===== config.mk =====
export PLATFORM = sky130hd
export DESIGN_NAME = adder_nibble_sequencer
export DESIGN_NICKNAME = d
export VERILOG_FILES = /design/src/rtl/adder_nibble_sequencer.sv
export SDC_FILE = /design/constraint.sdc
export NUM_CORES = 1
export LEC_CHECK = 0
export ABC_AREA = 1
export BUFFER_PORTS_ARGS = -buffer_cell sky130_fd_sc_hd__buf_2
export CAP_MARGIN = 30
export CELL_PAD_IN_SITES_DETAIL_PLACEMENT = 1
export CELL_PAD_IN_SITES_GLOBAL_PLACEMENT = 1
export CORE_MARGIN = 8
export CORE_UTILIZATION = 28
export CTS_BUF_LIST = sky130_fd_sc_hd__clkbuf_4 sky130_fd_sc_hd__clkbuf_8
export CTS_CLUSTER_DIAMETER = 50
export DETAILED_ROUTE_END_ITERATION = 10
export PLACE_DENSITY_LB_ADDON = 0.15
export SLEW_MARGIN = 20
export SYNTH_ARGS = -nofsm -noshare
export SYNTH_HDL_FRONTEND = slang
export SYNTH_SLANG_ARGS = --single-unit

===== constraint.sdc =====
create_clock -name clk -period 3.6 [get_ports clk]
set_input_delay 0.72 -clock clk [delete_from_list [all_inputs] [get_ports clk]]
set_output_delay 0.72 -clock clk [all_outputs]
set_load 0.02 [all_outputs]

===== src/rtl/adder_nibble_sequencer.sv =====
// rtl/adder_nibble_sequencer.sv - W-bit add/subtract through one shared 4-bit ripple slice, LSB nibble first; optional ADD_SEQ_SUB_EN adds the sub port

// 4-bit ripple-carry adder slice
module adder_nibble_slice (
  input  logic [3:0] a,
  input  logic [3:0] b,
  input  logic       c0,
  output logic [3:0] s,
  output logic       c4
);

  logic [4:0] c;

  // ripple the carry through four full adders
  always_comb begin
    c    = '0;
    s    = '0;
    c[0] = c0;
    for (int i = 0; i < 4; i++) begin
      s[i]     = a[i] ^ b[i] ^ c[i];
      c[i + 1] = (a[i] & b[i]) | (c[i] & (a[i] ^ b[i]));
    end
    c4 = c[4];
  end

endmodule

// sequencer: IDLE -> RUN (NIBBLES cycles) -> DONE (one cycle) -> IDLE
module adder_nibble_sequencer #(
  parameter int NIBBLES = 4
) (
  input  logic                 clk,
  input  logic                 rst,
  input  logic                 start,
  input  logic [4*NIBBLES-1:0] A,
  input  logic [4*NIBBLES-1:0] B,
  input  logic                 cin,
`ifdef ADD_SEQ_SUB_EN
  input  logic                 sub,
`endif
  output logic                 ready,
  output logic                 done,
  output logic [4*NIBBLES-1:0] Sum,
  output logic                 cout,
  output logic                 ovf
);

  localparam int W  = 4 * NIBBLES;
  localparam int IW = (NIBBLES > 1) ? $clog2(NIBBLES) : 1;
  localparam logic [IW-1:0] LAST = IW'(NIBBLES - 1);

  typedef enum logic [1:0] {IDLE, RUN, DONE} state_t;

  state_t          state;
  logic [W-1:0]    opa;
  logic [W-1:0]    opb;
  logic            carry;
  logic [IW-1:0]   idx;

  logic [W-1:0]    b_eff;
  logic            c_eff;
  logic [3:0]      a_nib;
  logic [3:0]      b_nib;
  logic [3:0]      s;
  logic            c4;

  // operand conditioning at the accepting edge: subtract is A + ~B + 1
  always_comb begin
    b_eff = B;
    c_eff = cin;
`ifdef ADD_SEQ_SUB_EN
    if (sub) begin
      b_eff = ~B;
      c_eff = 1'b1;
    end
`endif
  end

  // select the nibble the shared slice works on this cycle
  always_comb begin
    a_nib = opa[4*idx +: 4];
    b_nib = opb[4*idx +: 4];
  end

  adder_nibble_slice u_slice (
    .a  (a_nib),
    .b  (b_nib),
    .c0 (carry),
    .s  (s),
    .c4 (c4)
  );

  // controller, operand/carry registers and result registers
  always_ff @(posedge clk) begin
    if (rst) begin
      state <= IDLE;
      ready <= 1'b1;
      done  <= 1'b0;
      Sum   <= '0;
      cout  <= 1'b0;
      ovf   <= 1'b0;
      carry <= 1'b0;
      idx   <= '0;
      opa   <= '0;
      opb   <= '0;
    end else begin
      case (state)
        IDLE: begin
          if (start) begin
            opa   <= A;
            opb   <= b_eff;
            carry <= c_eff;
            idx   <= '0;
            ready <= 1'b0;
            state <= RUN;
          end
        end
        RUN: begin
          Sum[4*idx +: 4] <= s;
          carry           <= c4;
          if (idx == LAST) begin
            idx   <= '0;
            cout  <= c4;
            ovf   <= (opa[W-1] == opb[W-1]) && (s[3] != opa[W-1]);
            done  <= 1'b1;
            state <= DONE;
          end else begin
            idx <= idx + 1'b1;
          end
        end
        DONE: begin
          done  <= 1'b0;
          ready <= 1'b1;
          state <= IDLE;
        end
        default: begin
          done  <= 1'b0;
          ready <= 1'b1;
          state <= IDLE;
        end
      endcase
    end
  end

endmodule

==> results of run 1 <==
## state kept, by name, indices dropped and copies added, names as in the netlist
signal  cells
cout        1
ready       1
idx         2
carry       1
opa        16
state       2
Sum        16
ovf         1
opb        16
done        1
## layout make-up
cell class / instances / area share (%)
Clock buffer: 12 / 5.301
Clock inverter: 3 / 0.4819
Inverter: 31 / 3.855
Multi-Input combinational cell: 256 / 38.96
Sequential cell: 57 / 36.67
Tap cell: 111 / 4.458
Timing Repair Buffer: 61 / 10.28
## worst reg2reg max path, delay by kind of cell (launching register included)
family | cells | cell delay (ns)
AOI/OAI and AO/OA | 2 | 0.29
adders and majority gates | 4 | 1.28
buffers and inverters | 4 | 0.59
DFF | 1 | 0.46
and+or+nand+nor | 5 | 0.43
## final timing paths
path | from | to | slack, ns | depth (start not counted)
hold reg to reg | opb[1]$_SDFFE_PP0P_ | opb[1]$_SDFFE_PP0P_ | 0.45 | 2
setup / recovery | idx[1]$_SDFFE_PP0P_ | Sum[7]$_SDFFE_PP0P_ | 0.50 | 15
setup reg to reg | idx[1]$_SDFFE_PP0P_ | Sum[7]$_SDFFE_PP0P_ | 0.50 | 15
hold / removal | opb[1]$_SDFFE_PP0P_ | opb[1]$_SDFFE_PP0P_ | 0.45 | 2
## cell usage after synthesis, types with 2 or more instances
library cell    n  area share [%]
o22ai_1         4            0.98
nor3_1          4            0.78
fa_1            4             3.1
clkbuf_1        3            0.44
inv_1          26             3.8
nand3_1        11             2.2
buf_4           3            0.88
a21oi_1        23             4.5
buf_2           9             1.8
clkinv_1        2            0.29
ha_1            6             2.9
nand2_1        47             6.9
dfxtp_1        57              45
o21ai_0        55              11
inv_2           3            0.44
nor2_1        100              15
## kinds of logic after synthesis
kind of cell / count (synthesis)
AOI/OAI and AO/OA: 82
buffers and inverters: 48
and+or+nand+nor: 164
DFF: 57
adders and majority gates: 10
## per-layer routing
metal	routed length [um]	track usage, %	vias up
met5	0	0	-
met4	112	5.196	0
met3	295	4.437	9
met2	3540	21.41	44
met1	3410	14.08	1073
li1	-	-	1260
## cells in the final DEF, fill, tap and decap left out, drive strengths merged
| cell type | Yosys | layout |
|---|---|---|
| ha | 6 | 6 |
| nor3 | 4 | 4 |
| a21oi | 23 | 23 |
| nand4 | 1 | 1 |
| clkinv | 2 | 4 |
| inv | 29 | 29 |
| nand3 | 12 | 12 |
| o22ai | 4 | 4 |
| dfxtp | 57 | 57 |
| o21ai | 55 | 55 |
| fa | 4 | 4 |
| clkinvlp | 0 | 1 |
| nor2 | 100 | 100 |
| buf | 13 | 61 |
| nand2 | 47 | 47 |
| clkbuf | 4 | 12 |
## power breakdown
part / switching (mW) / internal (mW) / total [mW]
clock: 0.251 / 0.298 / 0.550
combinational: 0.161 / 0.0928 / 0.254
sequential: 0.0266 / 0.672 / 0.698
==> metrics, run 1 <==
status finished, final reports clean; Slew HR 71.65%; peak supply drop 172.7 uV; Layout fillers 1138; final WL 7.359 mm; initial antenna violation count 0; final HPWL from detailed placement 5.621 mm; Setup Viol. Count Final 0; critical path class reg -> reg; Worst-Margin Slew 0.4246 ns; vias per inst 4.493; Post-synth EDFFs 0; clock-pin slew on the worst setup and hold paths 0.06 ns; GRT Total Usage 12.62%; Post-CTS Setup Inserts 0; Synth cell types 20; PD cells 482.0 nW/um^2; CP Data Arrival Time 3.38 ns; Root Driver clkbuf_8; Die Span Y 111.6 um; crit share post-route 85.99%; post-route insts no fill 531; Remaining Overflow, GRT 0; largest family of logic cells by synthesized area simple AND/OR/NAND/NOR gates; cells after synthesis 361; Nets 462; Placer Congestion 0.7940; number of max-cap violations 0; register area 1142 um^2; placed cell area 2930 um^2; Critical Path, Cell by Cell clkinv_1, o21ai_0, o22ai_1, fa_1, inv_1, fa_1, fa_1, inv_1, fa_1, inv_1, nor2_1, nand2_1, nor2_1, nor2_1, nor2_1; Adder-Cell Fraction of Synth Area 6.064%; post-synthesis xor/xnor area fraction 0%; clk_lat worst skew 0.34 ns; Die Width 111.6 um; Hold WS 0.4533 ns; Port-buffer cells 55; CTS buffer count 9; initial core utilization 28.23%; CP Buf/Inv Count 4; Core Util, Final 34.37%; final worst slack 0.5045 ns; Lkg Pwr 1.438 nW; netlist area before placement 2559 um^2; final setup TNS 0 ns; Yosys Warn Count 0; unrepaired setup endpoints after global routing false; Ant. Diodes 0; Placed Cells 516; hold buffer count at CTS 0; CP required 3.88 ns; Layout Skew 0.006041 ns; share of layout cells above drive strength 1 19.52%; core area 9065 um^2; Synth Area in Simple Gates 25.13%; asr flop ratio synth 0%; Max stage delay on crit path 0.52 ns; wire per inst 13.86 um; CP Capture Type register; row count 35; H-tree Lvls 3; TritonRoute pass-1 iters 4; post-synthesis mux area share 0%; PostCTS Resize Cnt 0; Pwr Total 1.502 mW; Critical Path Start Type register; clock sink count 57; post-layout minimum cycle time 3.096 ns; total number of vias 2386; Avg Cell Area, Syn 7.088 um^2; DRC 0; vias in the first global route 2574; Die ar. 12450 um^2; final hold vios 0; largest net degree at the start of global routing 42; DP Worst Slack 0.3485 ns; TritonCTS clock tree yes; worst min-delay path category reg -> reg; final instance area 3115 um^2; crit path max fanout 11; flops & latches, synth 57; compound-cell area share of the yosys netlist 16.23%; Area growth syn-to-layout 21.76%; area occupied by multi-input gates 1214 um^2; first-pass GRT wire length 12.48 mm; Final Max Slew Viols 0; CP delay by family, top adder cells; sequential area share after synthesis 44.60%; antenna-violating nets left 0; Post-Syn Nets 407; ys flop type dfxtp_1; Slowest-stage cell, CP fa_1; Fmax achieved 0.3230 GHz; drt initial violations 66; IO Count 56; Clock Path Buffers 2
Power figures use the tool's default switching activity.
==> run 2, diff against run 1 <==
- ABC_AREA: 1 -> 0
==> metrics, run 2 <==
Synth cell types 34 (+70%); CP Data Arrival Time 3.51 ns (+0.13 ns); Die Span Y 111.4 um (-0.17%); leading area contributor after synthesis dfxtp_1; initial antenna violation count 0 (unchanged); Logic pwr share 12.5% (-4.4 points); clock-pin slew on the worst setup and hold paths 0.06 ns (about the same); clock sink count 57 (unchanged); Sw Ratio 26.07% (-3.2 points); hold buffer count at CTS 0 (unchanged); CTS buffer count 9 (unchanged); Die ar. 12410 um^2 (-0.34%); crit path max fanout 7 (-4); Post-synth EDFFs 0 (unchanged); Pint 1.032 mW (-2.9%); Clk pwr share 38.8% (+2.2 points); PostCTS Resize Cnt 0 (unchanged); Avg Cell Area, Syn 8.943 um^2 (+26%); CP Capture Type register; Critical Path Start Type register; critical path class reg -> reg; first-pass GRT wire length 11.50 mm (-7.9%); largest registers Sum (16), opa (16), opb (16); Slew HR 44.02% (-28 points); WHS Endpoint Sum[10]$_SDFFE_PP0P_; vias in the first global route 2321 (-9.8%); TritonCTS clock tree yes; worst min-delay path category reg -> reg; PD cells 449.3 nW/um^2 (-6.8%); Area growth syn-to-layout 21.94%; reg2reg end ovf$_SDFFE_PP0P_; number of max-cap violations 0 (unchanged); antenna-violating nets left 0 (unchanged); WP depth 10 (-5); Clock Path Buffers 2 (unchanged); TritonRoute pass-1 iters 3 (-1); core area 9021 um^2 (-0.48%); netlist area before placement 2549 um^2 (-0.39%); flops & latches, synth 57 (unchanged); commonest non-fill, non-tap cell in the layout nand2_1; Layout fillers 1076 (-5.4%); Critical Path, Cell by Cell mux4_2, fa_1, inv_1, fa_1, fa_1, inv_1, fa_1, inv_1, or3_1, a211oi_1; vias per inst 4.713 (+4.9%); IO Count 56 (unchanged); Worst Reg-to-Reg Cells 10 (-5); cells after synthesis 285 (-21%); peak supply drop 181.1 uV (+4.8%); most frequent cells in the layout nand2_1 (74), dfxtp_1 (57), buf_2 (55); CP startpoint idx[0]$_SDFFE_PP0P_; GRT Total Usage 11.37% (-1.2 points); Final Max Slew Viols 0 (unchanged); status finished, final reports clean; Post-CTS Setup Inserts 0 (unchanged); clk_lat worst skew 0.33 ns (about the same); Max stage delay on crit path 0.58 ns (+0.06 ns); final WL 6.828 mm (-7.2%); final worst slack 0.3299 ns (-0.1745 ns); H-tree Lvls 3 (unchanged); unrepaired setup endpoints after global routing false; sequential area share after synthesis 44.77% (+0.18 points); most frequent cell after synthesis nand2_1; Port-buffer cells 55 (unchanged); Remaining Overflow, GRT 0 (unchanged); part of the power in registers 48.7% (+2.2 points); Pwr Total 1.396 mW (-7.0%); asr flop ratio synth 0% (unchanged); Worst Hold Launch Sum[10]$_SDFFE_PP0P_; initial core utilization 28.25% (about the same); final setup TNS 0 ns (unchanged); share of the synthesized area in the top cell type 44.77% (+0.18 points); CP Buf/Inv Count 3 (-1); Placer Congestion 0.7791 (-1.9%); Layout Skew 0.007954 ns (+0.001913 ns); top cells by count, synth nand2_1 (74), dfxtp_1 (57), a21oi_1 (45); FF-to-FF setup slack 0.33 ns (-0.17 ns); Slowest-stage cell, CP fa_1; Lkg Pwr 1.253 nW (-13%); largest net degree at the start of global routing 47 (+12%); CP required 3.84 ns (-0.04 ns); Hold WS 0.4515 ns (-0.001756 ns); total number of vias 2135 (-11%); DP Worst Slack 0.2626 ns (-0.08591 ns); drt initial violations 46 (-30%); switching power 364.0 uW (-17%); Setup Viol. Count Final 0 (unchanged); DRC 0 (unchanged); wire per inst 15.07 um (+8.8%); Root Driver clkbuf_8; Ant. Diodes 0 (unchanged); share of layout cells above drive strength 1 27.19% (+7.7 points); Nets 383 (-17%); Area contributors post-synth dfxtp_1 (45%), nand2_1 (11%), a21oi_1 (8.8%); most numerous cell on the critical path fa_1; ys flop type dfxtp_1; Fmax achieved 0.3058 GHz (-5.3%); placed cell area 2927 um^2 (-0.13%); Die Width 111.4 um (-0.17%); CP delay by family, top adder cells; Yosys Warn Count 0 (unchanged); final instance area 3108 um^2 (-0.24%); final hold vios 0 (unchanged); row count 35 (unchanged); Worst-Margin Slew 0.8397 ns (+0.4151 ns); crit share post-route 90.84% (+4.8 points); Worst R2R Start idx[0]$_SDFFE_PP0P_; final HPWL from detailed placement 5.119 mm (-8.9%); Post-Syn Nets 331 (-19%); post-layout minimum cycle time 3.270 ns (+0.1745 ns); register area 1141 um^2 (-0.11%); area occupied by multi-input gates 1285 um^2 (+5.9%); hold depth 2 (unchanged)
-- run 2: kinds of logic after synthesis --
logic type	synth area share, %
AOI/OAI and AO/OA	14.88
adders and majority gates	6.087
buffers and inverters	5.056
DFF	44.77
muxes	7.462
and+or+nand+nor	21.75
-- run 2: per-layer routing --
metal  global-route usage [%]  share of wire, %  vias up
li1                         -                 -     1081
met1                    13.07                46     1003
met2                    19.00                48       41
met3                    4.086               5.1       10
met4                    4.000               1.4        0
met5                        0                 0        -
-- run 2: per-stage QoR --
stage,instances,utilization [%]
global placement,437,32.44
detailed placement,437,32.44
CTS,453,34.45
floorplan,285,-
global route,453,34.45
finish,453,34.45
-- run 2: power groups by stage --
stage	Combinational, mW	Clock, mW	Sequential [mW]
4_1_cts	0.181	0.558	0.680
3_3_place_gp	0.178	0	0.694
6_report	0.175	0.542	0.679
5_1_grt	0.197	0.587	0.684
3_5_place_dp	0.181	0	0.694
2_1_floorplan	0.117	0	0.687
-- run 2: how the worst max path moves through the flow --
stage / to / slack [ns]
floorplan: ovf$_SDFFE_PP0P_ / 0.34
global route: ovf$_SDFFE_PP0P_ / 0.04
finish: ovf$_SDFFE_PP0P_ / 0.33
detailed placement: ovf$_SDFFE_PP0P_ / 0.26
CTS: ovf$_SDFFE_PP0P_ / 0.25
global placement: ovf$_SDFFE_PP0P_ / 0.35
-- run 2: area by class of cell --
class	count	share of cell area [%]
timing repair buffer	60	10.06
tap	111	4.469
inverter	13	1.570
sequential	57	36.71
clock inverter	3	0.4831
clock buffer	13	5.354
multi-input combinational	196	41.34
-- run 2: tightest hold or removal path, cell delays in order, from the launching register on --
cell and delay, ns:
dfxtp_1 0.31, nand2_1 0.05, a21oi_1 0.05
